<file path="src/rtl/sys_array_pkg.sv">
// Shared definitions for the systolic-array feeder and its companions.
package sys_array_pkg;

    localparam int unsigned DEFAULT_DATA_WIDTH = 16;

    typedef enum logic [2:0] {
        StIdle,
        StWload,
        StGap,
        StFeed,
        StDrain,
        StDone
    } feeder_state_t;

    // Number of skewed feed steps for an a_w x a_l data matrix.
    function automatic int unsigned feed_steps(input int unsigned a_w, input int unsigned a_l);
        return a_w + a_l - 1;
    endfunction

endpackage

</file>
<file path="src/rtl/sys_array_skew_mux.sv">
// Combinational diagonal-skew selector: lane j carries matrix[step-j][j] or zero.
module sys_array_skew_mux #(
    parameter int unsigned DATA_WIDTH = 16,
    parameter int unsigned A_W        = 5,
    parameter int unsigned A_L        = 3,
    parameter int unsigned CNT_W      = 3
) (
    input  logic [0:A_W-1][0:A_L-1][DATA_WIDTH-1:0] matrix,
    input  logic [CNT_W-1:0]                        step,
    output logic [0:A_L-1][DATA_WIDTH-1:0]          lanes
);

    always_comb begin
        lanes = '0;
        for (int j = 0; j < int'(A_L); j++) begin
            for (int i = 0; i < int'(A_W); i++) begin
                if (int'(step) == i + j) begin
                    lanes[j] = matrix[i][j];
                end
            end
        end
    end

endmodule

</file>
<file path="src/rtl/sys_array_feeder.sv">
// Job sequencer for sys_array_basic: weight load pulse, gap, skewed feed, drain, done.
module sys_array_feeder
    import sys_array_pkg::*;
#(
    parameter int unsigned DATA_WIDTH   = DEFAULT_DATA_WIDTH,
    parameter int unsigned ARRAY_A_W    = 5,
    parameter int unsigned ARRAY_A_L    = 3,
    parameter int unsigned ARRAY_W_W    = 3,
    parameter int unsigned ARRAY_W_L    = 4,
    parameter int unsigned DRAIN_CYCLES = 12
) (
    input  logic                                               clk,
    input  logic                                               reset_n,
    input  logic                                               start,
    input  logic                                               abort,
    input  logic [0:ARRAY_A_W-1][0:ARRAY_A_L-1][DATA_WIDTH-1:0] matrix_in,
    input  logic [0:ARRAY_W_W-1][0:ARRAY_W_L-1][DATA_WIDTH-1:0] weight_in,
    output logic                                               weights_load,
    output logic [0:ARRAY_W_W-1][0:ARRAY_W_L-1][DATA_WIDTH-1:0] weight_data,
    output logic [0:ARRAY_A_L-1][DATA_WIDTH-1:0]               input_data,
    output logic                                               busy,
    output logic                                               done
);

    localparam int unsigned S          = feed_steps(ARRAY_A_W, ARRAY_A_L);
    localparam int unsigned CNT_MAX    = (S > DRAIN_CYCLES) ? S : DRAIN_CYCLES;
    localparam int unsigned CNT_W      = $clog2(CNT_MAX + 1);
    localparam logic [CNT_W-1:0] FEED_LAST  = CNT_W'(S - 1);
    localparam logic [CNT_W-1:0] DRAIN_LAST = CNT_W'((DRAIN_CYCLES > 0) ? DRAIN_CYCLES - 1 : 0);

    feeder_state_t state_q, state_d;
    logic [CNT_W-1:0] cnt_q, cnt_d;
    logic accept;
    logic [0:ARRAY_A_W-1][0:ARRAY_A_L-1][DATA_WIDTH-1:0] mat_q;
    logic [0:ARRAY_A_L-1][DATA_WIDTH-1:0] lanes_mux;

    always_comb begin
        state_d = state_q;
        cnt_d   = cnt_q;
        accept  = 1'b0;
        unique case (state_q)
            // DONE behaves like IDLE for start so back-to-back jobs need only the DONE cycle.
            StIdle, StDone: begin
                state_d = StIdle;
                if (start && !abort) begin
                    accept  = 1'b1;
                    state_d = StWload;
                end
            end
            StWload: state_d = StGap;
            StGap: begin
                state_d = StFeed;
                cnt_d   = '0;
            end
            StFeed: begin
                if (cnt_q == FEED_LAST) begin
                    cnt_d   = '0;
                    state_d = (DRAIN_CYCLES == 0) ? StDone : StDrain;
                end else begin
                    cnt_d = cnt_q + 1'b1;
                end
            end
            StDrain: begin
                if (cnt_q == DRAIN_LAST) begin
                    state_d = StDone;
                end else begin
                    cnt_d = cnt_q + 1'b1;
                end
            end
            default: state_d = StIdle;
        endcase
        if (abort) begin
            state_d = StIdle;
        end
    end

    // The mux looks at the next step so the registered lanes line up with the FEED state.
    sys_array_skew_mux #(
        .DATA_WIDTH(DATA_WIDTH),
        .A_W       (ARRAY_A_W),
        .A_L       (ARRAY_A_L),
        .CNT_W     (CNT_W)
    ) u_skew_mux (
        .matrix(mat_q),
        .step  (cnt_d),
        .lanes (lanes_mux)
    );

    always_ff @(posedge clk or negedge reset_n) begin
        if (!reset_n) begin
            state_q      <= StIdle;
            cnt_q        <= '0;
            mat_q        <= '0;
            weight_data  <= '0;
            weights_load <= 1'b0;
            busy         <= 1'b0;
            done         <= 1'b0;
            input_data   <= '0;
        end else begin
            state_q      <= state_d;
            cnt_q        <= cnt_d;
            weights_load <= (state_d == StWload);
            busy         <= (state_d inside {StWload, StGap, StFeed, StDrain});
            done         <= (state_d == StDone);
            input_data   <= (state_d == StFeed) ? lanes_mux : '0;
            if (accept) begin
                mat_q       <= matrix_in;
                weight_data <= weight_in;
            end
        end
    end

endmodule

</file>
<file path="config.mk">
export PLATFORM = sky130hd
export DESIGN_NAME = sys_array_feeder
export DESIGN_NICKNAME = d
export VERILOG_FILES = /design/src/rtl/sys_array_pkg.sv /design/src/rtl/sys_array_skew_mux.sv /design/src/rtl/sys_array_feeder.sv
export SDC_FILE = /design/constraint.sdc
export NUM_CORES = 1
export LEC_CHECK = 0
export CAP_MARGIN = 20
export CORE_AREA = 2 2 266 268
export DETAILED_ROUTE_END_ITERATION = 7
export DIE_AREA = 0 0 268 270
export GPL_TIMING_DRIVEN = 0
export PLACE_DENSITY = 0.54
export SETUP_SLACK_MARGIN = 0.02
export SLEW_MARGIN = 5
export SYNTH_ARGS = -nofsm -noshare
export SYNTH_HDL_FRONTEND = slang
export SYNTH_SLANG_ARGS = --single-unit
</file>
<file path="constraint.sdc">
create_clock -name clk -period 5.74 [get_ports clk]
set_input_delay 0.574 -clock clk [delete_from_list [all_inputs] [get_ports clk]]
set_output_delay 0.574 -clock clk [all_outputs]
set_load 0.03 [all_outputs]
</file>
==> metrics.md <==
| Metric | Value |
|---|---|
| Gate Count Post-Synth | 1419 |
| Effective utilization at floorplan | 0.2905 |
| PwrDens | 378.5 mW/mm^2 |
| Mean Syn Cell Area | 14.23 um^2 |
| Root Driver | clkbuf_16 |
| RSZ-0062 raised after global routing | false |
| Max_slew headroom | 0.2669 |
| Synth top cells by count | dfrtp_1, mux2_2, nand2_1 |
| Sequential power share | 0.399 |
| Synthesized flop and latch total | 490 |
| Worst-path fanout max | 10 |
| Final setup TNS | 0 ns |
| CP endpoint | input_data[27]$_DFF_PN0_ |
| CP endpoint kind | register |
| Die W | 268 um |
| Worst Path Required | 6.24 ns |
| Slew Limit Fails | 0 |
| Synth area leader | dfrtp_1 |
| Core box area | 0.06954 mm^2 |
| Total wire length | 78840 um |
| Clk network pwr share | 0.333 |
| Core Rows | 97 |
| Final #Nets | 2600 |
| Io pins | 679 |
| Syn_nets | 1857 |
| Pin count of the biggest net entering global routing | 110 |
| Layout cells sized above 1 | 0.2790 |
| Worst-path clk slew | 0.06 ns |
| Hold Violations, Final | 0 |
| Number of flops mapped to enable cells by yosys | 0 |
| Psw | 3.515 mW |
| Vias | 15012 |
| Dominant cells by area after synthesis | dfrtp_1, mux2_2, buf_2 |
| DRC violations left | 0 |
| Leak | 12.25 nW |
| Peak VDD IR | 0.2300 mV |
| Worst-Margin Slew | 1.100 ns |
| Resize count post-CTS | 0 |
| Pint | 7.958 mW |
| Grt total ovfl | 0 |
| GPL Wtd Cong | 0.8358 |
| Tcrit/Tclk final | 0.6876 |
| DP Area | 0.02830 mm^2 |
| CP Class | reg -> reg |
| Gate power share | 0.268 |
| Die Ht | 270 um |
| FMAX | 0.2534 GHz |
| Total track usage | 0.2156 |
| Filler instances | 6498 |
| Post-CTS Hold Buffers | 1 |
| Area growth, synth to finish | 50.06% |
| Placed wire-length estimate | 61060 um |
| Worst reg2reg endpoint | input_data[27]$_DFF_PN0_ |
| Number of max-cap violations | 0 |
| Post-layout min period | 3.947 ns |
| Post-CTS setup repair buffer count | 0 |
| Hold Crit Class | in -> async |
| Total die area | 0.07236 mm^2 |
| TritonCTS clock tree | done |
| Top cell type's share of synthesized area | 0.6070 |
| Wire per inst | 24.93 um |
| CP startpoint | cnt_q[0]$_DFF_PN0_ |
| Clk sinks | 490 |
| Port-buffer cells | 678 |
| Crit path launch type | register |
| Clock buffer count from CTS | 57 |
| Ys async rst share | 1.000 |
| Final setup viols | 0 |
| Distinct cell type count after synthesis | 65 |
| Reg-to-reg critical path startpoint | cnt_q[0]$_DFF_PN0_ |
| Synth Flop Type | dfrtp_1 |
| H-tree levels | 2 |
| R2r setup slk | 1.79 ns |
| FF-to-FF path depth | 12 |
| Most common cell in the netlist | dfrtp_1 |
| Remaining antenna violation count after routing | 0 |
| Sw Share | 0.3064 |
| Number of global-route vias before repair | 16140 |
| DRT iter0 DRCs | 817 |
| Skew-Pair Late Insertion Delay | 0.61 ns |
| Seq/Total Area, Yosys | 0.6070 |
| Post-route cell area | 0.03031 mm^2 |
| Initial antenna violation count | 33 |
| Via/cell ratio | 4.748 |
| Clock Tree Buf Depth | 3 |
| Status | finished, final reports clean |
| Layout Skew | 0.01724 ns |
| First-pass GRT wire length | 113100 um |
| Worst Path Arrival | 4.45 ns |
| Synth Warn # | 0 |
| DR pass1 iterations | 4 |
| Synthesized area | 0.02020 mm^2 |
[cell type report]
cell class / count / area (um^2) / share of cell area
Sequential cell: 490 / 12260 / 0.4045
Multi-Input combinational cell: 826 / 7460 / 0.2461
Timing Repair Buffer: 684 / 6939 / 0.2289
Clock buffer: 83 / 1707 / 0.05630
Tap cell: 940 / 1176 / 0.03880
Buffer: 97 / 455.4 / 0.01503
Clock inverter: 22 / 255.2 / 0.008421
Antenna cell: 14 / 35.03 / 0.001156
Inverter: 6 / 22.52 / 0.0007430
[cell families (layout without fill, tap and decap cells)]
kind of cell	after synthesis	count (layout)	share of synthesized area
mux	434	434	0.2419
flops	490	490	0.6070
other cells	0	14	0
xor+xnor	2	2	0.0008674
simple gates	132	132	0.03246
fa+ha+maj	2	2	0.001239
buf+inv	103	892	0.02366
compound gates	256	256	0.09279
[metal layers]
| layer | vias up | share of wire | GRT usage |
|---|---|---|---|
| met5 | - | 0.0027 | 0 |
| li1 | 6690 | - | - |
| met2 | 475 | 0.48 | 0.3494 |
| met4 | 32 | 0.027 | 0.07218 |
| met1 | 7680 | 0.42 | 0.2719 |
| met3 | 135 | 0.073 | 0.06720 |
[power by group through the flow]
stage	Combinational, mW	Clock [mW]	Sequential (mW)
global placement	3.06	0	4.63
finish	3.08	3.82	4.57
global route	3.24	4.06	4.67
CTS	3.11	3.92	4.57
detailed placement	3.10	0	4.63
floorplan	1.01	0	5.17
[worst max-delay path: stages, from the launching register on]
cell	delay, ns
dfrtp_1	0.37
clkbuf_1	0.37
inv_1	0.17
clkbuf_1	0.27
ha_1	0.30
and4b_1	0.23
nor3_1	0.42
and4_1	0.26
clkbuf_1	0.33
and4_1	0.44
buf_2	0.31
o221ai_1	0.22
o31ai_2	0.13
[flip-flops by register name (all words and copies together) (netlist names)]
name          flops
busy              1
cnt_q             4
input_data       48
state_q           3
weights_load      1
done              1
mat_q           240
weight_data     192
[cell usage in the layout, fill, tap and decap left out, types with 10 or more instances in the layout]
cell	Yosys	layout
clkdlybuf4s50_1	0	677
dfrtp_1	490	490
mux2_2	434	434
nand2_1	60	60
clkbuf_16	0	59
clkbuf_1	42	52
buf_2	49	49
a21oi_1	42	42
o21ai_0	39	39
nor2_1	23	23
a22oi_1	20	20
nand2b_1	17	17
o2bb2ai_1	15	15
a21o_1	15	15
diode_2	0	14
a31oi_1	14	14
clkbuf_8	0	14
o21ai_1	13	13
o221ai_1	11	11
clkinv_2	0	11
o21a_1	10	10
o211ai_1	10	10
o31ai_2	10	10
[metrics by stage]
step / hold WS [ns] / setup slack [ns] / power [mW] / util / instances
floorplan: 0.2784 / 2.912 / 6.177 / - / 1419
global placement: 0.4812 / -18.46 / 7.682 / 0.4050 / 3037
detailed placement: 0.4871 / 1.603 / 7.730 / 0.4070 / 3042
CTS: 0.4221 / 1.774 / 11.61 / 0.4354 / 3148
global route: 0.4637 / 1.503 / 11.97 / 0.4358 / 3159
finish: 0.4398 / 1.793 / 11.47 / 0.4359 / 3162
[how the worst min path moves through the flow]
stage	cells past startpoint	slack [ns]	to	start
3_3_place_gp	1	0.48	mat_q[123]$_DFFE_PN0P_	mat_q[123]$_DFFE_PN0P_
5_1_grt	2	0.46	mat_q[44]$_DFFE_PN0P_	reset_n
2_1_floorplan	0	0.28	busy$_DFF_PN0_	reset_n
4_1_cts	2	0.42	mat_q[44]$_DFFE_PN0P_	reset_n
3_5_place_dp	1	0.49	mat_q[44]$_DFFE_PN0P_	reset_n
6_report	2	0.44	mat_q[44]$_DFFE_PN0P_	reset_n
Power figures use the tool's default switching activity.
